### src/rtl/sum_pkg.sv
// Shared types and default widths for the sample-sum collector.
package sum_pkg;

  localparam int unsigned SUM_DW = 5;
  localparam int unsigned SUM_AW = 8;
  localparam int unsigned CNT_W  = 8;

  typedef enum bit [1:0] {
    IDLE = 2'd0,
    ACC  = 2'd1,
    HOLD = 2'd2
  } state_t;

endpackage

### src/rtl/sum_acc.sv
// Accumulator/peak/overflow datapath for one sample group.
// SUM_COLLECT_SAT_EN: clamp the accumulator at full scale instead of wrapping.
module sum_acc
  import sum_pkg::*;
#(
  parameter int unsigned DW = SUM_DW,
  parameter int unsigned AW = SUM_AW
) (
  input  logic          clk,
  input  logic          rst_n,
  input  logic          clear,
  input  logic          load,
  input  logic          add,
  input  logic [DW-1:0] data,
  output logic [AW-1:0] sum_c,
  output logic [DW-1:0] peak_c,
  output logic          ovf_c
);

  logic [AW-1:0] acc, acc_nxt;
  logic [DW-1:0] peak, peak_nxt;
  logic          ovf, ovf_nxt;
  logic [AW:0]   sum_ext;
  logic          carry;

  assign sum_ext = {1'b0, acc} + (AW+1)'(data);
  assign carry   = sum_ext[AW];

  always_comb begin
    acc_nxt  = acc;
    peak_nxt = peak;
    ovf_nxt  = ovf;
    if (clear) begin
      acc_nxt  = '0;
      peak_nxt = '0;
      ovf_nxt  = 1'b0;
    end else if (load) begin
      acc_nxt  = AW'(data);
      peak_nxt = data;
      ovf_nxt  = 1'b0;
    end else if (add) begin
      ovf_nxt = ovf | carry;
`ifdef SUM_COLLECT_SAT_EN
      // once saturated, the group total stays pinned at full scale
      acc_nxt = (ovf | carry) ? {AW{1'b1}} : sum_ext[AW-1:0];
`else
      acc_nxt = sum_ext[AW-1:0];
`endif
      if (data > peak) peak_nxt = data;
    end
  end

  always_ff @(posedge clk or negedge rst_n) begin
    if (!rst_n) begin
      acc  <= '0;
      peak <= '0;
      ovf  <= 1'b0;
    end else begin
      acc  <= acc_nxt;
      peak <= peak_nxt;
      ovf  <= ovf_nxt;
    end
  end

  assign sum_c  = acc_nxt;
  assign peak_c = peak_nxt;
  assign ovf_c  = ovf_nxt;

endmodule

### src/rtl/sum_collect.sv
// Collects NSAMP upstream samples into a sum/peak/overflow result and holds it
// until the downstream accepts it. Build option: SUM_COLLECT_SAT_EN (saturate).
module sum_collect
  import sum_pkg::*;
#(
  parameter int unsigned NSAMP = 4,
  parameter int unsigned DW    = SUM_DW,
  parameter int unsigned AW    = SUM_AW
) (
  input  logic          clk,
  input  logic          rst_n,
  input  logic          clear,
  input  logic          in_valid,
  input  logic [DW-1:0] in_data,
  output logic          in_ready,
  output logic          out_valid,
  input  logic          out_ready,
  output logic [AW-1:0] out_sum,
  output logic [DW-1:0] out_peak,
  output logic          out_ovf
);

  state_t           state, state_nxt;
  logic [CNT_W-1:0] cnt, cnt_nxt;
  logic             accept;
  logic             load, add, capture;
  logic [AW-1:0]    sum_c;
  logic [DW-1:0]    peak_c;
  logic             ovf_c;

  // handshake decoded purely from the registered state
  assign in_ready  = (state == IDLE) || (state == ACC);
  assign out_valid = (state == HOLD);
  assign accept    = in_valid && in_ready;

  always_ff @(posedge clk or negedge rst_n) begin
    if (!rst_n) begin
      state <= IDLE;
      cnt   <= '0;
    end else begin
      state <= state_nxt;
      cnt   <= cnt_nxt;
    end
  end

  always_comb begin
    state_nxt = state;
    cnt_nxt   = cnt;
    load      = 1'b0;
    add       = 1'b0;
    capture   = 1'b0;
    if (clear) begin
      state_nxt = IDLE;
      cnt_nxt   = '0;
    end else begin
      case (state)
        IDLE: if (accept) begin
          load    = 1'b1;
          cnt_nxt = CNT_W'(1);
          if (NSAMP == 1) begin
            state_nxt = HOLD;
            capture   = 1'b1;
          end else begin
            state_nxt = ACC;
          end
        end
        ACC: if (accept) begin
          add     = 1'b1;
          cnt_nxt = cnt + CNT_W'(1);
          if (cnt + CNT_W'(1) == CNT_W'(NSAMP)) begin
            state_nxt = HOLD;
            capture   = 1'b1;
          end
        end
        HOLD: if (out_ready) state_nxt = IDLE;
        default: state_nxt = IDLE;
      endcase
    end
  end

  sum_acc #(
    .DW (DW),
    .AW (AW)
  ) u_acc (
    .clk    (clk),
    .rst_n  (rst_n),
    .clear  (clear),
    .load   (load),
    .add    (add),
    .data   (in_data),
    .sum_c  (sum_c),
    .peak_c (peak_c),
    .ovf_c  (ovf_c)
  );

  // result registers: loaded on the final accept, retained until the next group
  always_ff @(posedge clk or negedge rst_n) begin
    if (!rst_n) begin
      out_sum  <= '0;
      out_peak <= '0;
      out_ovf  <= 1'b0;
    end else if (capture) begin
      out_sum  <= sum_c;
      out_peak <= peak_c;
      out_ovf  <= ovf_c;
    end
  end

endmodule

### config.mk
export PLATFORM = sky130hd
export DESIGN_NAME = sum_collect
export DESIGN_NICKNAME = d
export VERILOG_FILES = /design/src/rtl/sum_pkg.sv /design/src/rtl/sum_acc.sv /design/src/rtl/sum_collect.sv
export SDC_FILE = /design/constraint.sdc
export NUM_CORES = 1
export LEC_CHECK = 0
export ABC_AREA = 1
export CAP_MARGIN = 10
export CORE_AREA = 2 2 73 75
export CTS_CLUSTER_SIZE = 12
export DETAILED_ROUTE_END_ITERATION = 8
export DIE_AREA = 0 0 75 77
export MAX_ROUTING_LAYER = met4
export PLACE_DENSITY = 0.73
export SYNTH_ARGS = -nofsm -noshare
export SYNTH_HDL_FRONTEND = slang
export SYNTH_SLANG_ARGS = --single-unit
export TNS_END_PERCENT = 50
### constraint.sdc
create_clock -name clk -period 2.6 [get_ports clk]
set_clock_uncertainty 0.2 [all_clocks]
set_input_delay 0.39 -clock clk [delete_from_list [all_inputs] [get_ports clk]]
set_output_delay 0.39 -clock clk [all_outputs]
set_load 0.01 [all_outputs]
# [Yosys cells after proc, flatten, opt, wreduce, memory -nomap -nowiden]
# Cells that the tools add are included.
[totals] ff_bits=38 in_bits=10 out_inout_bits=16 wordCells=54
[op_classes] addsub=2 order_cmp=1 eq_ne=7 mux=29 bitwise=1 reduce_logical=6
[ops] operator="$mux W8" n=6
[ops] operator="$mux W5" n=4
[ops] operator="$pmux W8 S2" n=1
[ops] operator="$mux W1" n=12
[ops] operator="$mux W2" n=5
[ops] operator="$add A8 B5 Y9" n=1
[ops] operator="$add A8 B1 Y8 const B" n=1
[ops] operator="$eq A8 B3 Y1 const B" n=1
[ops] operator="$ne A3 B2 Y1 const B" n=2
[ops] operator="$ne A3 B3 Y1 const B" n=2
[ops] operator="$pmux W2 S3" n=1
[ops] operator="$gt A5 B5 Y1" n=1
[ops] operator="$reduce_and A4 Y1" n=1
[ops] operator="$reduce_and A3 Y1" n=1
[ops] operator="$reduce_bool A3 Y1" n=1
[ops] operator="$eq A2 B1 Y1 const B" n=1
[ops] operator="$eq A2 B2 Y1 const B" n=1
[ops] operator="$logic_not A2 Y1" n=1
[ops] operator="$logic_and A1 B1 Y1" n=1
[ops] operator="$logic_or A1 B1 Y1" n=1
[ops] operator="$or A1 B1 Y1" n=1

# [Depth between registers and ports, before layout]
# Gate-level depths: netlist of the first run.
[depth] word_depth=9 mapped_depth=12 depth_no_buf=12

# [Hierarchy]
# From an unflattened synthesis of the first run, not the netlist that was laid out.
[hier_totals] hier_cells=279 area_unflattened_um2=2189.6
[modules_own_cells] mod="sum_collect" n_inst=1 cells_each=154 area_each_um2=1232.4 seq_area_each_um2=600.6
[modules_own_cells] mod="sum_acc" n_inst=1 cells_each=125 area_each_um2=957.2 seq_area_each_um2=350.3

# [Worst setup path before layout of the first run]
# Ideal clock, no wire load.
[synth_path] path_type="input -> register" from="input port in_data[0]" to="register out_sum[4]" setup_ns=0.065 arrival_time_ns=1.580 slack_ns=0.755 cell_stages=9 n_path_buf=0 path_cell_list="ha_1 fa_1 nand3_1 nand2_1 a21oi_1 o21ai_0 a21oi_1 nand2_1 nand2_1"
[synth_via] elab_chain_len=4
[synth_lines] element="start: declaration" line="sum_collect.sv:14" rtl="input logic [DW-1:0] in_data,"
[synth_lines] element="$add A8 B5 Y9" line="sum_acc.sv:26" rtl="assign sum_ext = {1'b0, acc} + (AW+1)'(data);"
[synth_lines] element="$mux W8" line="sum_acc.sv:41" rtl="end else if (add) begin"
[synth_lines] element="$mux W8" line="sum_acc.sv:37" rtl="end else if (load) begin"
[synth_lines] element="$mux W8" line="sum_acc.sv:33" rtl="if (clear) begin"
[synth_lines] element="net sum_c[4]" line="sum_collect.sv:27" rtl="logic [AW-1:0] sum_c;"
[synth_lines] element="end signal: assignment" line="sum_collect.sv:103" rtl="out_sum <= sum_c;"
[synth_lines] element="end: declaration" line="sum_collect.sv:18" rtl="output logic [AW-1:0] out_sum,"
# The timed path passes the listed nets, and every way through them passes these cells.
# A chain may end at the register's enable or synchronous reset.

# [Worst setup path after layout of the first run]
[layout_path] from="input port in_data[0]" to="register out_sum[6]"
# Same word-level chain as after synthesis.

==> results of run 1 <==
-- flip-flops by register name, indices dropped and copies added (netlist names) --
name        cells
u_acc.ovf       1
u_acc.peak      5
out_sum         8
cnt             8
out_ovf         1
u_acc.acc       8
out_peak        5
state           2
-- power by group --
part / leakage (nW) / switching (mW) / total, mW / internal (mW)
Clock: 0.0714 / 0.207 / 0.616 / 0.409
Sequential: 0.522 / 0.0131 / 0.621 / 0.608
Combinational: 0.775 / 0.108 / 0.177 / 0.0685
Total: 1.37 / 0.328 / 1.41 / 1.09
-- stage by stage --
stage / total power [mW] / hold slack [ns] / instance area [um^2] / setup WS (ns)
6_report: 1.41 / -0.00000866 / 2650 / 0.408
5_1_grt: 1.49 / 0.0823 / 2650 / 0.201
4_1_cts: 1.43 / 0.0353 / 2650 / 0.424
3_5_place_dp: 0.810 / 0.265 / 2510 / 0.110
3_3_place_gp: 0.804 / 0.266 / 2510 / 0.188
2_1_floorplan: 0.748 / -0.106 / 2160 / 0.755
-- area by class of cell --
cell class / count / area (um^2) / share of cell area
Clock buffer: 6 / 82.6 / 0.0311
Tap cell: 70 / 87.6 / 0.0330
Inverter: 40 / 150 / 0.0566
Sequential cell: 38 / 951 / 0.358
Timing Repair Buffer: 30 / 295 / 0.111
Multi-Input combinational cell: 201 / 1030 / 0.387
Clock inverter: 2 / 60.1 / 0.0226
-- final timing paths --
kind / from / endpoint / slack [ns] / cells after the start
max in group asynchronous: rst_n / u_acc.acc[5]$_DFF_PN0_ / 1.67 / 1
setup / recovery: in_data[0] / out_sum[6]$_DFFE_PN0P_ / 0.41 / 12
hold / removal: rst_n / state[1]$_DFFE_PN0P_ / -0.000009 / 1
setup reg to reg: cnt[0]$_DFFE_PN0P_ / out_peak[2]$_DFFE_PN0P_ / 0.46 / 10
min in group clk: out_sum[0]$_DFFE_PN0P_ / out_sum[0]$_DFFE_PN0P_ / 0.28 / 2
hold reg to reg: out_sum[0]$_DFFE_PN0P_ / out_sum[0]$_DFFE_PN0P_ / 0.28 / 2
-- routing by layer --
metal / track usage / up-vias / part of all wire
met5: - / - / 0
met4: 0.0393 / 0 / 0.0058
met3: 0.0368 / 5 / 0.035
met2: 0.292 / 32 / 0.47
met1: 0.241 / 870 / 0.49
li1: - / 956 / -
-- synthesized netlist by cell type --
| library cell | n | area (um^2) |
|---|---|---|
| a31oi_1 | 1 | 6.26 |
| nand3_2 | 1 | 10.0 |
| buf_2 | 4 | 20.0 |
| nand2_2 | 1 | 6.26 |
| a22o_1 | 1 | 8.76 |
| or2_2 | 1 | 6.26 |
| o22ai_1 | 3 | 18.8 |
| a21oi_1 | 14 | 70.1 |
| nor2_1 | 24 | 90.1 |
| nand3_4 | 1 | 17.5 |
| inv_1 | 39 | 146 |
| clkinv_1 | 1 | 3.75 |
| xnor2_1 | 1 | 8.76 |
| nor3_2 | 1 | 10.0 |
| dfrtp_1 | 38 | 951 |
| ha_1 | 12 | 150 |
| nor2_4 | 1 | 11.3 |
| o211ai_1 | 3 | 22.5 |
| xor2_1 | 1 | 8.76 |
| nand2_1 | 100 | 375 |
| nor2_2 | 2 | 12.5 |
| o21ai_0 | 8 | 40.0 |
| fa_1 | 1 | 20.0 |
| buf_6 | 1 | 11.3 |
| nand3_1 | 18 | 90.1 |
| clkbuf_1 | 1 | 3.75 |
| nand3b_1 | 1 | 7.51 |
| a21boi_0 | 1 | 7.51 |
| a32o_1 | 1 | 10.0 |
| nand4_1 | 3 | 18.8 |
-- cell families (layout without fill, tap and decap cells) --
| family | count (synthesis) | after routing | synth area share |
|---|---|---|---|
| adders and majority gates | 13 | 13 | 0.0787 |
| xor gates and xnor gates | 2 | 2 | 0.00810 |
| buffers and inverters | 46 | 78 | 0.0856 |
| DFF | 38 | 38 | 0.440 |
| AOI/OAI and AO/OA | 32 | 32 | 0.0850 |
| and+or+nand+nor | 154 | 154 | 0.303 |
-- worst max-delay path, cell delays in order --
cell and delay, ns:
clkdlybuf4s50_1 0.43, ha_1 0.26, fa_1 0.42, nand3_1 0.09, nand2_1 0.08, nand2_1 0.07
nand2_1 0.09, nand2_1 0.07, nand2_1 0.04, nor2_1 0.16, nand2_1 0.07, nand2_1 0.06
==> results.sh, run 1 <==
export IMPL_synthCells=285
export IMPL_cp_required_ns=2.63
export IMPL_gp_congestion=0.898
export IMPL_drt_wl_total_um=4460
export IMPL_clkSlewWorstSetupHoldPaths_ns=0.07
export IMPL_layout_commonest_cell="nand2_1"
export IMPL_hold_class="in2async"
export IMPL_hold_ws_ns=-0.00000866
export IMPL_violations="hold timing"
export IMPL_drc=0
export IMPL_drt_pass1_iter_count=4
export IMPL_syn2layout_area_growth_pct=22.7
export IMPL_vias_per_cell=4.81
export IMPL_peakVddDrop_mv=0.346
export IMPL_clockBufferDepth=2
export IMPL_dieArea_um2=5780
export IMPL_startpoint_type="primary input"
export IMPL_grt_first_pass_wirelength_um=8160
export IMPL_synth_seq_cells=38
export IMPL_leakage_nw=1.37
export IMPL_yosysSeqAreaShare=0.440
export IMPL_outcome="finished with violations"
export IMPL_grt_max_degree=39
export IMPL_fp_dieW_um=75
export IMPL_antenna_found_initial=0
export IMPL_period_share=0.843
export IMPL_antenna_left=0
export IMPL_avgRoutedWirePerCell_um=11.5
export IMPL_dp_hpwl_um=3370
export IMPL_cts_buffers=5
export IMPL_cts_root_buf="clkbuf_8"
export IMPL_portBuffers=25
export IMPL_dp_cells=379
export IMPL_setup_tns_ns=0
export IMPL_syn_area_per_cell_um2=7.59
export IMPL_grt_usage=0.184
export IMPL_syn_cell_area_um2=2160
export IMPL_grt_pass1_vias=1858
export IMPL_postLayoutCoreUtil=0.533
export IMPL_num_antenna_cells=0
export IMPL_max_cap_violations=0
export IMPL_cts_sinks=38
export IMPL_layout_cells_non_filler=387
export IMPL_vias=1863
export IMPL_drt_initial_drc_count=93
export IMPL_slew_viol_final=0
export IMPL_hold_viol=1
export IMPL_syn_nets=308
export IMPL_htreeDepth=2
export IMPL_path_max_fanout=3
export IMPL_die_y_um=77
export IMPL_core_region_area_um2=4980
export IMPL_grt_overflow=0
export IMPL_p_per_area_nw_per_um2=533
export IMPL_rsz0062_at_grt="no"
export IMPL_finalSetupViolCount=0
export IMPL_cp_arrival_ns=2.22
export IMPL_criticalPathCategory="in2reg"
export IMPL_final_layout_size_suffix_gt1_frac=0.0694
export IMPL_finalCriticalPeriod_ns=2.19
export IMPL_tightestPinTransition_ns=0.838
export IMPL_mostFrequentLayoutCells="100 x nand2_1, 39 x inv_1, 38 x dfrtp_1"
export IMPL_ios=26
export IMPL_hold_buffers=0
export IMPL_cts_setup_buffers=0
export IMPL_nFillCells=459
export IMPL_nets=339
export IMPL_synth_cell_types=30
export IMPL_start_util=0.435
export IMPL_cts_resized=0
export IMPL_max_slew_margin_rel=0.441
export IMPL_yosys_warnings=0
export IMPL_max_freq_ghz=0.456
export IMPL_endpoint_kind="flop"
export IMPL_insertion_delay_ns=0.29
export IMPL_cts_tree="done"
export IMPL_fp_row_count=26
Power figures use the tool's default switching activity.
==> inputs of run 2 (changes only) <==
--- a/config.mk
+++ b/config.mk
@@ -12,7 +12,7 @@
 export DETAILED_ROUTE_END_ITERATION = 8
 export DIE_AREA = 0 0 75 77
 export MAX_ROUTING_LAYER = met4
-export PLACE_DENSITY = 0.73
+export PLACE_DENSITY = 0.75
 export SYNTH_ARGS = -nofsm -noshare
 export SYNTH_HDL_FRONTEND = slang
 export SYNTH_SLANG_ARGS = --single-unit
==> constraint.sdc (replaced) <==
create_clock -name clk -period 1.8 [get_ports clk]
set_clock_uncertainty 0.2 [all_clocks]
set_input_delay 0.27 -clock clk [delete_from_list [all_inputs] [get_ports clk]]
set_output_delay 0.27 -clock clk [all_outputs]
set_load 0.01 [all_outputs]
==> run 2 against run 1 <==
The run ends with setup timing left. Non-clock buffer count rose by 35. Utilization rose by 12 points. Via count rose by 15%. Die area did not move. Largest cell class unchanged.
==> results.sh, run 2 (same netlist as run 1, synthesis figures left out) <==
export IMPL_grt_overflow=0
export IMPL_gp_congestion=0.868
export IMPL_grt_max_degree=22
export IMPL_layout_commonest_cell="nand2_1"
export IMPL_multi_input_area_um2=1410
export IMPL_final_layout_size_suffix_gt1_frac=0.351
export IMPL_violations="setup timing"
export IMPL_critPathMaxStageDelay_ns=0.42
export IMPL_finalSetupViolCount=17
export IMPL_max_cap_violations=0
export IMPL_drt_pass1_iter_count=4
export IMPL_num_antenna_cells=0
export IMPL_reg_top3="cnt: 8 flops, out_sum: 8 flops, u_acc.acc: 8 flops"
export IMPL_cp_arrival_ns=1.92
export IMPL_max_freq_ghz=0.518
export IMPL_cp_required_ns=1.79
export IMPL_ios=26
export IMPL_core_region_area_um2=4980
export IMPL_path_max_fanout=3
export IMPL_syn2layout_area_growth_pct=51.4
export IMPL_setup_ws_ns=-0.132
export IMPL_postLayoutCoreUtil=0.658
export IMPL_p_per_area_nw_per_um2=593
export IMPL_fp_row_count=26
export IMPL_crit_slowest_cell="dfrtp_1"
export IMPL_mostFrequentLayoutCells="68 x nand2_1, 37 x dfrtp_1, 35 x inv_1"
export IMPL_register_area_um2=952
export IMPL_nets=375
export IMPL_power_total_mw=1.94
export IMPL_grt_usage=0.212
export IMPL_grt_pass1_vias=2089
export IMPL_dieArea_um2=5780
export IMPL_cts_sinks=38
export IMPL_nFillCells=407
export IMPL_tightestPinTransition_ns=0.452
export IMPL_drt_initial_drc_count=96
export IMPL_htreeDepth=2
export IMPL_rsz0062_at_grt="yes"
export IMPL_max_slew_margin_rel=0.699
export IMPL_leakage_nw=1.70
export IMPL_layout_cells_non_filler=423
export IMPL_reg2reg_from="u_acc.acc[0]$_DFF_PN0_"
export IMPL_slew_viol_final=0
export IMPL_start_util=0.435
export IMPL_startpoint_type="flop"
export IMPL_antenna_left=0
export IMPL_hold_class="in2async"
export IMPL_portBuffers=25
export IMPL_criticalPathCategory="reg2reg"
export IMPL_drt_wl_total_um=6030
export IMPL_drc=0
export IMPL_crit_start="u_acc.acc[0]$_DFF_PN0_"
export IMPL_cts_root_buf="clkbuf_8"
export IMPL_endpoint_kind="flop"
export IMPL_dp_cells=409
export IMPL_grt_first_pass_wirelength_um=9390
export IMPL_postPlaceCellArea_um2=2760
export IMPL_period_share=1.07
export IMPL_path_cells="ha_4 > fa_2 > nand3_2 > nand2_2 > nand2_2 > nand2_4 > a21oi_2 > nor2_4 > nand2_4 > nand2_1"
export IMPL_hold_viol=0
export IMPL_finalCriticalPeriod_ns=1.93
export IMPL_vias_per_cell=5.07
export IMPL_hold_ws_ns=0.242
export IMPL_insertion_delay_ns=0.29
export IMPL_cts_buffers=5
export IMPL_dp_hpwl_um=3710
export IMPL_peakVddDrop_mv=0.526
export IMPL_outcome="finished with violations"
export IMPL_die_y_um=77
export IMPL_clkSlewWorstSetupHoldPaths_ns=0.08
export IMPL_dp_slack_ns=-0.463
export IMPL_antenna_found_initial=0
export IMPL_avgRoutedWirePerCell_um=14.3
export IMPL_setup_tns_ns=-1.44
export IMPL_cts_tree="done"
export IMPL_fin_area_um2=3280
export IMPL_vias=2144
export IMPL_clockBufferDepth=2
export IMPL_fp_dieW_um=75
## run 2: final timing paths
kind                                          end  slack (ns)  depth (start not counted)
setup reg to reg           out_sum[6]$_DFFE_PN0P_       -0.13                         10
hold / removal             out_sum[3]$_DFFE_PN0P_        0.24                          2
min in group clk           out_sum[6]$_DFFE_PN0P_        0.28                          2
max in group asynchronous      cnt[0]$_DFFE_PN0P_        0.67                          3
setup / recovery           out_sum[6]$_DFFE_PN0P_       -0.13                         10
hold reg to reg            out_sum[6]$_DFFE_PN0P_        0.28                          2
## run 2: routing by layer
layer  vias up  track usage  part of all wire
met2        56        0.341              0.53
met3        12       0.0315             0.037
met5         -            -                 0
li1       1033            -                 -
met4         0       0.0536             0.014
met1      1043        0.280              0.42
## run 2: critical path: cells and delay by family (launching register included)
family	cells	cell delay, ns
fa+ha+maj	2	0.56
simple gates	7	0.48
flops	1	0.42
compound gates	1	0.17
## run 2: area by class of cell
cell class              instances  share of cell area
repair buffers                 65               0.180
inverters                      40              0.0458
clock buffers                   7              0.0264
clock inverters                 1             0.00153
multi-input cells             202               0.429
flip-flops and latches         38               0.291
well taps                      70              0.0267
## run 2: what timing repair did
item | in CTS | in global routing
buffers inserted | 1 | 2
hold endpoints to repair | 17 | 0
setup endpoints to repair | 26 | 27
gates cloned | 1 | 1
hold buffers | 1 | 0
pin swaps | 9 | 27
gates resized for setup | 21 | 84
## run 2: where the power goes
group          total (mW)  internal [mW]  switching, mW
Combinational       0.423          0.180          0.243
Clock               0.623          0.310          0.314
Sequential          0.897          0.879         0.0184
==> inputs of run 3 (changes only) <==
--- a/config.mk
+++ b/config.mk
@@ -13,6 +13,7 @@
 export DIE_AREA = 0 0 75 77
 export MAX_ROUTING_LAYER = met4
 export PLACE_DENSITY = 0.75
+export SETUP_SLACK_MARGIN = 0.2
 export SYNTH_ARGS = -nofsm -noshare
 export SYNTH_HDL_FRONTEND = slang
 export SYNTH_SLANG_ARGS = --single-unit
==> run 3 against run 2 <==
The run still ends with setup timing left. Wire length increased by 6.8%. Non-clock buffer count increased by 7. Maximum frequency decreased by 4.6%. Sequential share of layout area decreased by 0.95 points. Worst hold slack improved by 0.0059 ns. Via count increased by 1.5%. Critical path depth unchanged. Clock power decreased by 1%. Register-to-register slack got worse by 0.09 ns. Cell count increased by 1.7%. Critical path type unchanged. Largest power group unchanged.
==> results.sh, run 3 (same netlist as run 1, synthesis figures left out) <==
export IMPL_ios=26
export IMPL_antenna_found_initial=0
export IMPL_rrSetupSlack_ns=-0.22
export IMPL_final_layout_size_suffix_gt1_frac=0.386
export IMPL_criticalPathCategory="reg2reg"
export IMPL_hold_viol=0
export IMPL_path_max_fanout=5
export IMPL_clockBufferDepth=2
export IMPL_num_antenna_cells=0
export IMPL_cts_sinks=38
export IMPL_fp_row_count=26
export IMPL_vias_per_cell=5.06
export IMPL_clockPowerShare=0.313
export IMPL_peakVddDrop_mv=0.478
export IMPL_slew_viol_final=0
export IMPL_wl_met3_um=252
export IMPL_gp_congestion=0.848
export IMPL_htreeDepth=2
export IMPL_max_slew_margin_rel=0.706
export IMPL_die_y_um=77
export IMPL_cts_root_buf="clkbuf_8"
export IMPL_clkSlewWorstSetupHoldPaths_ns=0.08
export IMPL_p_per_area_nw_per_um2=583
export IMPL_grt_pass1_vias=2194
export IMPL_core_region_area_um2=4980
export IMPL_antenna_left=0
export IMPL_intPower_mw=1.39
export IMPL_dp_hpwl_um=3690
export IMPL_cp_num_buf_inv=0
export IMPL_swShare=0.297
export IMPL_tightestPinTransition_ns=0.441
export IMPL_finalSetupViolCount=21
export IMPL_met2_wirelength_um=3450
export IMPL_crit_slowest_cell="dfrtp_1"
export IMPL_rsz0062_at_grt="yes"
export IMPL_syn2layout_area_growth_pct=56.3
export IMPL_grt_first_pass_wirelength_um=9890
export IMPL_topRoutingLayerUsed="met4"
export IMPL_critPathMaxStageDelay_ns=0.42
export IMPL_dp_cells=408
export IMPL_setup_ws_ns=-0.224
export IMPL_layout_commonest_cell="nand2_1"
export IMPL_nets=382
export IMPL_drc=0
export IMPL_endpoint_kind="flop"
export IMPL_reg2reg_from="u_acc.acc[3]$_DFF_PN0_"
export IMPL_avgRoutedWirePerCell_um=15.0
export IMPL_reg2reg_depth=10
export IMPL_path_delay_family="simple AND/OR/NAND/NOR gates"
export IMPL_power_total_mw=1.97
export IMPL_wl_met1_um=2580
export IMPL_violations="setup timing"
export IMPL_seqPwrFrac=0.455
export IMPL_cp_required_ns=1.83
export IMPL_path_cells="ha_4 > a21oi_1 > nand2_4 > nand2_4 > nand2_4 > nand2_1 > nand2_2 > nor2_4 > nand2_4 > nand2_2"
export IMPL_drt_wl_total_um=6440
export IMPL_reg_top3="cnt: 8 flops, out_sum: 8 flops, u_acc.acc: 8 flops"
export IMPL_drt_initial_drc_count=139
export IMPL_hold_class="in2async"
export IMPL_period_share=1.12
export IMPL_grt_overflow=0
export IMPL_worst_path_most_repeated_cell="nand2_4"
export IMPL_combPwrFrac=0.232
export IMPL_outcome="finished with violations"
export IMPL_power_net_switching_uw=586
export IMPL_vias=2177
export IMPL_max_freq_ghz=0.494
export IMPL_start_util=0.435
export IMPL_leakage_nw=1.80
export IMPL_max_cap_violations=0
export IMPL_hold_ws_ns=0.248
export IMPL_grt_usage=0.225
export IMPL_drt_pass1_iter_count=4
export IMPL_portBuffers=25
export IMPL_grt_max_degree=22
export IMPL_insertion_delay_ns=0.29
export IMPL_cp_arrival_ns=2.05
export IMPL_layout_cells_non_filler=430
export IMPL_cts_buffers=5
export IMPL_dieArea_um2=5780
export IMPL_fp_dieW_um=75
export IMPL_cts_tree="done"
export IMPL_r2r_end="out_sum[6]$_DFFE_PN0P_"
export IMPL_mostFrequentLayoutCells="76 x nand2_1, 38 x dfrtp_1, 34 x buf_4"
export IMPL_finalCriticalPeriod_ns=2.02
export IMPL_startpoint_type="flop"
[run 3: cell count changes in the layout (fill, tap and decap cells not counted), sizes merged, moves of 2 or more]
cell	delta
dlygate4sd2	+12
buf	+9
clkdlybuf4s50	-16
dlymetal6s2s	+2
[run 3: layer usage]
metal / vias up / track usage
met4: 0 / 0.0821
met3: 17 / 0.0434
met1: 1046 / 0.277
met5: - / -
met2: 62 / 0.364
li1: 1052 / -
[run 3: worst max path at each step]
stage                      startpoint                endpoint  slack (ns)  cells past startpoint
3_5_place_dp               in_data[0]  out_sum[4]$_DFFE_PN0P_       -0.53                     10
2_1_floorplan      cnt[1]$_DFFE_PN0P_     out_ovf$_DFFE_PN0P_       0.008                      9
6_report       u_acc.acc[3]$_DFF_PN0_  out_sum[6]$_DFFE_PN0P_       -0.22                     10
3_3_place_gp               in_data[0]  out_sum[4]$_DFFE_PN0P_       -0.44                     10
5_1_grt        u_acc.acc[3]$_DFF_PN0_  out_sum[4]$_DFFE_PN0P_       -0.30                      8
4_1_cts        u_acc.acc[0]$_DFF_PN0_  out_sum[4]$_DFFE_PN0P_       -0.11                      9
[run 3: metrics by stage]
stage | setup slack (ns) | setup TNS [ns] | util | instance area, um^2
2_1_floorplan | 0.00811 | 0 | - | 2180
3_5_place_dp | -0.535 | -11.61 | 0.553 | 2750
6_report | -0.224 | -2.79 | 0.679 | 3380
5_1_grt | -0.296 | -4.55 | 0.679 | 3380
4_1_cts | -0.107 | -1.07 | 0.623 | 3100
3_3_place_gp | -0.443 | -9.55 | 0.553 | 2750
[run 3: cell type report]
| cell class | instances | area (um^2) |
|---|---|---|
| inverter | 40 | 154 |
| fill | 383 | 1600 |
| clock inverter | 1 | 5.00 |
| sequential | 38 | 951 |
| clock buffer | 7 | 86.3 |
| multi-input combinational | 202 | 1440 |
| timing repair buffer | 72 | 656 |
| tap | 70 | 87.6 |
[run 3: power by group through the flow]
stage	clock (mW)	combinational, mW	sequential (mW)
2_1_floorplan	0	0.172	0.910
3_3_place_gp	0	0.304	0.908
3_5_place_dp	0	0.316	0.909
4_1_cts	0.626	0.386	0.895
5_1_grt	0.662	0.495	0.899
6_report	0.616	0.457	0.898
[run 3: timing repair]
action,in CTS,in global routing
hold buffers,1,0
gates resized for setup,70,70
setup endpoints to repair,49,38
hold endpoints to repair,17,0
pin swaps,14,21
cloned,2,0
setup buffers,7,4
